--- src/rtl/tex_qspi_pkg.sv ---
// Shared types and constants for the texture QSPI reader: FSM states, phase lengths, grant encoding.
package tex_qspi_pkg;

    typedef enum logic [2:0] {
        ST_IDLE,
        ST_CMD,
        ST_ADDR,
        ST_DUMMY,
        ST_DATA,
        ST_GAP
    } state_t;

    localparam int CMD_CLKS   = 8;
    localparam int ADDR_CLKS  = 24;
    localparam int GAP_CYCLES = 2;

    localparam logic [1:0] GNT_NONE = 2'b00;
    localparam logic [1:0] GNT_0    = 2'b01;
    localparam logic [1:0] GNT_1    = 2'b10;

endpackage

--- src/rtl/tex_qspi_rr_arb.sv ---
// Two-way round-robin arbiter: one-hot grant from the request vector, last-served pointer advanced on update.
module tex_qspi_rr_arb
    import tex_qspi_pkg::*;
(
    input  logic       clk,
    input  logic       rst_n,
    input  logic [1:0] req,
    input  logic       update,
    output logic [1:0] grant
);

    logic last_served;

    always_comb begin
        grant = GNT_NONE;
        if (req == 2'b11) begin
            grant = last_served ? GNT_0 : GNT_1;
        end else if (req[0]) begin
            grant = GNT_0;
        end else if (req[1]) begin
            grant = GNT_1;
        end
    end

    // Reset value 1 means requester 1 was "last served", so requester 0 wins the first tie.
    always_ff @(posedge clk or negedge rst_n) begin
        if (!rst_n) begin
            last_served <= 1'b1;
        end else if (update && (grant != GNT_NONE)) begin
            last_served <= grant[1];
        end
    end

endmodule

--- src/rtl/tex_qspi_reader.sv ---
// Texture ROM reader: arbitrates two requesters onto the shared QSPI pads and runs a 0x6B quad-output read.
// Optional build macro TEX_QSPI_PERF_CNT_EN adds o_xfer_count, a wrapping count of completed reads.
module tex_qspi_reader
    import tex_qspi_pkg::*;
#(
    parameter int         DATA_BITS  = 8,
    parameter int         DUMMY_CLKS = 8,
    parameter logic [7:0] CMD_BYTE   = 8'h6B
) (
    input  logic                 i_clk,
    input  logic                 i_rst_n,
    input  logic [1:0]           i_req,
    input  logic [23:0]          i_addr0,
    input  logic [23:0]          i_addr1,
    output logic [1:0]           o_ack,
    output logic [DATA_BITS-1:0] o_data,
    output logic                 o_busy,
    output logic                 o_tex_csb,
    output logic                 o_tex_sclk,
    output logic                 o_tex_oeb0,
    output logic                 o_tex_out0,
    input  logic [3:0]           i_tex_in
`ifdef TEX_QSPI_PERF_CNT_EN
    ,
    output logic [15:0]          o_xfer_count
`endif
);

    state_t               state, state_d;
    logic                 lead;
    logic [7:0]           cnt;
    logic [7:0]           state_len;
    logic                 last_period;
    logic                 period_end;
    logic                 accept;
    logic                 advance;
    logic                 ack_set;
    logic [1:0]           grant;
    logic [1:0]           gnt_q;
    logic [31:0]          sr;
    logic [DATA_BITS-1:0] dsr;
    logic [DATA_BITS-1:0] dsr_next;

    tex_qspi_rr_arb u_arb (
        .clk    (i_clk),
        .rst_n  (i_rst_n),
        .req    (i_req),
        .update (accept),
        .grant  (grant)
    );

    // cnt counts SCLK periods in the shifting states and plain cycles in GAP.
    always_comb begin
        case (state)
            ST_CMD:   state_len = 8'(CMD_CLKS);
            ST_ADDR:  state_len = 8'(ADDR_CLKS);
            ST_DUMMY: state_len = 8'(DUMMY_CLKS);
            ST_DATA:  state_len = 8'(DATA_BITS / 4);
            ST_GAP:   state_len = 8'(GAP_CYCLES);
            default:  state_len = 8'd1;
        endcase
    end

    assign last_period = (cnt == state_len - 8'd1);
    assign period_end  = (state inside {ST_CMD, ST_ADDR, ST_DUMMY, ST_DATA}) && !lead && o_tex_sclk;
    assign dsr_next    = DATA_BITS'({dsr, i_tex_in});
    assign ack_set     = advance && (state == ST_DATA);
    assign o_busy      = (state != ST_IDLE);

    always_ff @(posedge i_clk or negedge i_rst_n) begin
        if (!i_rst_n) begin
            state <= ST_IDLE;
        end else begin
            state <= state_d;
        end
    end

    always_comb begin
        state_d = state;
        accept  = 1'b0;
        advance = 1'b0;
        case (state)
            ST_IDLE: begin
                if (|i_req) begin
                    accept  = 1'b1;
                    state_d = ST_CMD;
                end
            end
            ST_CMD, ST_ADDR, ST_DUMMY, ST_DATA: begin
                if (period_end && last_period) begin
                    advance = 1'b1;
                    case (state)
                        ST_CMD:   state_d = ST_ADDR;
                        ST_ADDR:  state_d = ST_DUMMY;
                        ST_DUMMY: state_d = ST_DATA;
                        default:  state_d = ST_GAP;
                    endcase
                end
            end
            ST_GAP: begin
                if (last_period) begin
                    advance = 1'b1;
                    state_d = ST_IDLE;
                end
            end
            default: state_d = ST_IDLE;
        endcase
    end

    // The cycle after accept is a lead-in: pads stay idle, then csb falls with the first
    // command bit already on io0, giving a full low phase of setup before the first rising SCLK.
    always_ff @(posedge i_clk or negedge i_rst_n) begin
        if (!i_rst_n) begin
            lead       <= 1'b0;
            cnt        <= '0;
            gnt_q      <= GNT_NONE;
            o_ack      <= GNT_NONE;
            o_data     <= '0;
            o_tex_csb  <= 1'b1;
            o_tex_sclk <= 1'b0;
            o_tex_oeb0 <= 1'b1;
            o_tex_out0 <= 1'b0;
        end else begin
            o_ack <= GNT_NONE;
            if (accept) begin
                lead  <= 1'b1;
                cnt   <= '0;
                gnt_q <= grant;
            end else if (lead) begin
                lead       <= 1'b0;
                o_tex_csb  <= 1'b0;
                o_tex_sclk <= 1'b0;
                o_tex_oeb0 <= 1'b0;
                o_tex_out0 <= sr[31];
            end else if (state == ST_GAP) begin
                cnt <= advance ? '0 : cnt + 8'd1;
            end else if (state != ST_IDLE) begin
                o_tex_sclk <= ~o_tex_sclk;
                if (period_end) begin
                    cnt <= advance ? '0 : cnt + 8'd1;
                    case (state_d)
                        ST_CMD, ST_ADDR: o_tex_out0 <= sr[30];
                        ST_DUMMY: begin
                            o_tex_oeb0 <= 1'b1;
                            o_tex_out0 <= 1'b0;
                        end
                        ST_GAP: begin
                            o_tex_csb  <= 1'b1;
                            o_tex_sclk <= 1'b0;
                            o_ack      <= gnt_q;
                            o_data     <= dsr_next;
                        end
                        default: ;
                    endcase
                end
            end
        end
    end

    // Shift registers carry no reset: they are always loaded before use.
    always_ff @(posedge i_clk) begin
        if (accept) begin
            sr <= {CMD_BYTE, grant[1] ? i_addr1 : i_addr0};
        end else if (period_end) begin
            sr <= sr << 1;
        end
        if (period_end && (state == ST_DATA)) begin
            dsr <= dsr_next;
        end
    end

`ifdef TEX_QSPI_PERF_CNT_EN
    always_ff @(posedge i_clk or negedge i_rst_n) begin
        if (!i_rst_n) begin
            o_xfer_count <= '0;
        end else if (ack_set) begin
            o_xfer_count <= o_xfer_count + 16'd1;
        end
    end
`endif

endmodule
--- config.mk ---
export PLATFORM = sky130hd
export DESIGN_NAME = tex_qspi_reader
export DESIGN_NICKNAME = d
export VERILOG_FILES = /design/src/rtl/tex_qspi_pkg.sv /design/src/rtl/tex_qspi_rr_arb.sv /design/src/rtl/tex_qspi_reader.sv
export SDC_FILE = /design/constraint.sdc
export NUM_CORES = 1
export LEC_CHECK = 0
export ABC_AREA = 0
export BUFFER_PORTS_ARGS = -buffer_cell sky130_fd_sc_hd__clkbuf_2
export CAP_MARGIN = 10
export CORE_MARGIN = 2
export CORE_UTILIZATION = 54
export DETAILED_ROUTE_END_ITERATION = 16
export PLACE_DENSITY_LB_ADDON = 0.2
export SLEW_MARGIN = 20
export SYNTH_ARGS = -nofsm -noshare
export SYNTH_HDL_FRONTEND = slang
export SYNTH_SLANG_ARGS = --single-unit
--- constraint.sdc ---
create_clock -name i_clk -period 3.62 [get_ports i_clk]
set_input_delay 0.724 -clock i_clk [delete_from_list [all_inputs] [get_ports i_clk]]
set_output_delay 0.724 -clock i_clk [all_outputs]
set_load 0.02 [all_outputs]
# Word-level counts from Yosys, hierarchy flattened
# Index checks and enable logic that the tools add are counted.
word_totals:
  in_bits: 56
  reg_bits: 65
op_classes:
  bitwise: 4
  mux: 51
  addsub: 2
  n_reduce_logical: 29
  eq_ne: 13
ops:
  columns: ["operator", "count"]
  rows:
  - ["24-bit two-way mux", 3]
  - ["8-bit two-way mux", 6]
  - ["1-bit two-way mux", 24]
  - ["2-bit two-way mux", 10]
  - ["3-bit one-hot mux with 3 select lines", 2]
  - ["5-bit one-hot mux with 3 select lines", 1]
  - ["5-bit AND reduction", 3]
  - ["3-bit by 2-bit equality test with 1-bit output (second input constant)", 4]
  - ["2-bit nonzero test", 6]
  - ["3-bit nonzero test", 4]
  - ["3-bit equality test (second input constant)", 3]
  - ["3-bit two-way mux", 3]
  - ["8-bit by 1-bit adder with 8-bit output (second input constant)", 1]
  - ["8-bit equality test", 1]
  - ["2-bit OR reduction", 4]
  - ["8-bit by 1-bit subtractor with 8-bit output (second input constant)", 1]
  - ["3-bit by 1-bit equality test with 1-bit output (second input constant)", 2]
  - ["3-bit AND reduction", 2]
  - ["6-bit AND reduction", 1]
  - ["1-bit logical AND", 5]
  - ["1-bit inverter", 4]
  - ["1-bit one-hot mux with 2 select lines", 2]
  - ["4-bit nonzero test", 1]
  - ["4-bit OR reduction", 1]
  - ["5 further kinds", 5]

# Depth between registers and ports, before layout
depth:
  ltp_word: 15
  mapped_depth: 12
  ltp_nobuf: 9

# Modules after synthesis
# A second synthesis with hierarchy kept.
hier_totals:
  cells_unflattened: 307
  area_unflattened_um2: 3248.1
by_module_without_submodules:
  columns: ["module", "n_inst", "cells_per_inst", "area_per_inst_um2", "seq_area_each_um2"]
  rows:
  - ["tex_qspi_reader", 1, 301, 3191.8, 1704.1]
  - ["tex_qspi_rr_arb", 1, 6, 56.3, 26.3]

# Worst setup path after synthesis
# OpenSTA, ideal clock, no wires.
synth_timing:
  path_kind: "register to register"
  start: "reg state[2]"
  end: "reg o_data[0]"
  required_time_ns: 3.495
  period_less_slack_ns: 2.558
  path_stages_with_launch: 12
  t_arrival_ns: 2.433
  setup_slack_ns: 1.062
  cell_sequence: "dfrtp_1 > buf_2 > o21ba_4 > inv_1 > ha_1 > xnor2_1 > mux2i_1 > a221oi_4 > xor2_1 > and2_4 > buf_12 > mux2_4"
synth_via:
  elab_chain_cells: 10
synth_lines:
  columns: ["item", "line", "text"]
  rows:
  - ["start, declared", "tex_qspi_reader.sv:29", "state_t state, state_d;"]
  - ["start signal, assigned", "tex_qspi_reader.sv:74", "state <= state_d;"]
  - ["3-bit equality test, or another cell as far along", "tex_qspi_reader.sv:54, tex_qspi_reader.sv:65, tex_qspi_reader.sv:82", null]
  - ["2-bit OR reduction (no source line)", null, null]
  - ["5-bit one-hot mux with 3 select lines", "tex_qspi_reader.sv:54", "case (state)"]
  - ["8-bit by 1-bit subtractor with 8-bit output", "tex_qspi_reader.sv:64", "assign last_period = (cnt == state_len - 8'd1);"]
  - ["8-bit equality test", "tex_qspi_reader.sv:64", null]
  - ["1-bit logical AND", "tex_qspi_reader.sv:90", "if (period_end && last_period) begin"]
  - ["3-bit two-way mux", "tex_qspi_reader.sv:90", null]
  - ["3-bit one-hot mux with 3 select lines", "tex_qspi_reader.sv:82", "case (state)"]
  - ["3-bit equality test", "tex_qspi_reader.sv:141", "case (state_d)"]
  - ["6-bit AND reduction (no source line) *", null, null]
  - ["end signal, assigned", "tex_qspi_reader.sv:151", "o_data <= dsr_next;"]
  - ["end, declared", "tex_qspi_reader.sv:16", "output logic [DATA_BITS-1:0] o_data,"]
# Every way passes the cells marked *; elsewhere a longest branch is shown, timed or not.
# A chain may end at the register's enable or synchronous reset.

# Final worst setup path
layout_timing:
  start: "reg state[0]"
  end: "reg o_data[3]"
# Same word-level chain as after synthesis.

==> results.txt <==
Status = finished, final reports clean
Critical path arrival = 3.18 ns
Max Clk Rate = 338 MHz
Final Util = 65.7%
Synth top area share = 26.0%
Critical path capture point type = flip-flop
Core Footprint = 5850 µm²
P per Cell Area = 389 nW/µm²
1st-iter DRT viols = 90
Routed via count = 2373
Initial Util = 55.2%
Setup_tns = 0 ns
Fraction of layout cells with a size suffix above 1 = 29.5%
Endpoints failing setup = 0
Final count of hold timing violations = 0
R2R Setup Slk = 0.66 ns
Slew headroom = 51.0%
Clock skew = 0.0102 ns
Mapped Area = 3230 µm²
Post-synth top flop = edfxtp_1
Final HPWL DP = 4430 µm
Worst Reg-to-Reg Cells = 9
Asr flop ratio synth = 44.6%
Cells after synthesis = 301
Leakage = 1.84 nW
Critical R2R Launch = state[0]
Clk buf depth = 2
Global-route wire length before repair = 10200 µm
Critical setup path kind = flip-flop to flip-flop
Yosys top cell by area = edfxtp_1
Tcrit/Tclk final = 81.7%
Worst EP required = 3.84 ns
GPL Wtd Cong = 0.775
Post-route ant nets = 0
Post-layout net count = 426
Cts bufs inserted = 9
H-tree depth = 3
I/O Buffers = 70
IO Pins = 71
CP bufs+invs = 1
ANT cells = 0
CP Cell Sequence = o21ba_4 > inv_1 > ha_1 > xnor2_1 > mux2i_1 > a221oi_4 > xor2_1 > and2_4 > mux2_4
Synth area leaders = edfxtp_1, dfrtp_1, mux2i_1, nand2_1, o21ai_0
TritonCTS Sinks = 65
Max Cap Violations = 0
All-Layer GR Usage = 20.6%
Rows = 28
Drt via density = 5.30
Synth warn = 0
Library cells used by synthesis = 49
Area Growth Syn to Fin = 19.0%
Worst-Skew Late Latency = 0.34 ns
Routed WL = 6180 µm
# Post-CTS Setup Buffers = 0
Final-report max-slew violation count = 0
Die height = 81.3 µm
Drt pass-1 iters = 4
Mapped Nets = 359
Total grt overflow = 0
Peak supply drop = 0.230 mV
CTS root buf = clkbuf_8
Post-route DRC = 0
Die Width = 81.3 µm
Min Tclk post-route = 2.96 ns
Avg WL per Cell = 13.8 µm
Unrepaired setup endpoints after global routing = no
Register bit total from synthesis = 65
Die area = 6620 µm²
Type of the worst min-delay path = input pin to async pin
Critical Path Max Stage Delay = 0.73 ns
Startpoint Class = flip-flop
Slowest CP cell = dfrtp_1
Slew @ Worst Pin = 0.734 ns
Power Total = 1.50 mW
RR Endpoint = o_data[3]
Most numerous cell in the Yosys netlist = nand2_1
Post-CTS resize count = 0
CTS tree = yes
EDFF count, synth = 28
Crit path max-delay family = flip-flops
Sequential share of the synthesized area = 53.6%
Initial antenna violation count = 0
Synth top cells by count = nand2_1, o21ai_0, edfxtp_1, mux2i_1, dfrtp_1
Vias in the first global route = 2259
Clock transition at path regs = 0.08 ns
Critical-path maximum fanout = 19
Hold Buf Count CTS = 0
Largest net degree at the start of global routing = 35
Post-Syn Area per Cell = 10.7 µm²
Placed insts = 432
Non-filler instance count after layout = 448
[layer usage]
layer / wire length [µm] / up-vias / global-route usage, %
li1: - / 1204 / -
met1: 2880 / 1112 / 26.3
met2: 2960 / 51 / 33.4
met3: 271 / 6 / 5.44
met4: 77 / 0 / 7.63
met5: 0 / - / 0
[how the worst max path moves through the flow]
stage	from	to	depth (start not counted)
2_1_floorplan	state[2]	o_data[0]	11
3_3_place_gp	state[0]	o_data[1]	9
3_5_place_dp	state[0]	o_data[7]	9
4_1_cts	state[0]	o_data[3]	9
5_1_grt	state[0]	o_data[6]	9
6_report	state[0]	o_data[3]	9
[area by class of cell]
| cell class | count | area [µm²] |
|---|---|---|
| clock buffer | 9 | 124 |
| clock inverter | 7 | 95.1 |
| fill | 469 | 2010 |
| inverter | 7 | 26.3 |
| multi-input combinational | 210 | 1390 |
| sequential | 65 | 1730 |
| tap | 75 | 93.8 |
| timing repair buffer | 75 | 388 |
[logic make-up after synthesis]
group                    share of synthesized area, %
XOR/XNOR                                         1.90
multiplexers                                     12.4
flip-flops                                       53.6
adder cells (fa/ha/maj)                         0.774
AND/OR/NAND/NOR                                  15.1
buffers and inverters                            4.22
AO/OA/AOI/OAI                                    12.0
[through the flow]
| stage | setup slack, ns | instance area [µm²] | hold slack (ns) |
|---|---|---|---|
| after floorplan | 1.06 | 3230 | 0.428 |
| after global placement | 0.791 | 3620 | 0.443 |
| after detailed placement | 0.695 | 3620 | 0.448 |
| after CTS | 0.657 | 3840 | 0.439 |
| after global routing | 0.448 | 3840 | 0.480 |
| final | 0.661 | 3840 | 0.426 |
[layout by cell type (no fill, tap or decap), drive strengths merged, types with 2 or more instances in the layout]
master / n
a21oi: 11
a31oi: 3
and2: 4
and3: 6
buf: 5
bufinv: 2
clkbuf: 79
clkinv: 4
dfrtp: 26
dfstp: 3
dfxtp: 8
edfxtp: 28
ha: 2
inv: 7
mux2: 8
mux2i: 28
nand2: 53
nand2b: 3
nand3: 12
nor2: 9
nor3: 5
nor4: 2
o21a: 2
o21ai: 36
xnor2: 3
xor2: 4
[flip-flops by register name, summed over array words and instances (netlist names)]
name,count
cnt,8
dsr,4
gnt_q,2
lead,1
o_ack,2
o_data,8
o_tex_csb,1
o_tex_oeb0,1
o_tex_out0,1
o_tex_sclk,1
sr,32
state,3
u_arb.last_served,1
[worst register-to-register path: stages, from the launching register on]
cell	delay, ns
dfrtp_1	0.73
o21ba_4	0.25
inv_1	0.05
ha_1	0.18
xnor2_1	0.23
mux2i_1	0.16
a221oi_4	0.33
xor2_1	0.31
and2_4	0.31
mux2_4	0.32
[power breakdown]
group | internal (mW) | switching, mW
Sequential | 0.764 | 0
Clock | 0.387 | 0.283
Combinational | 0.0350 | 0.0281
Total | 1.19 | 0.311
(Power assumes the default switching activity.)
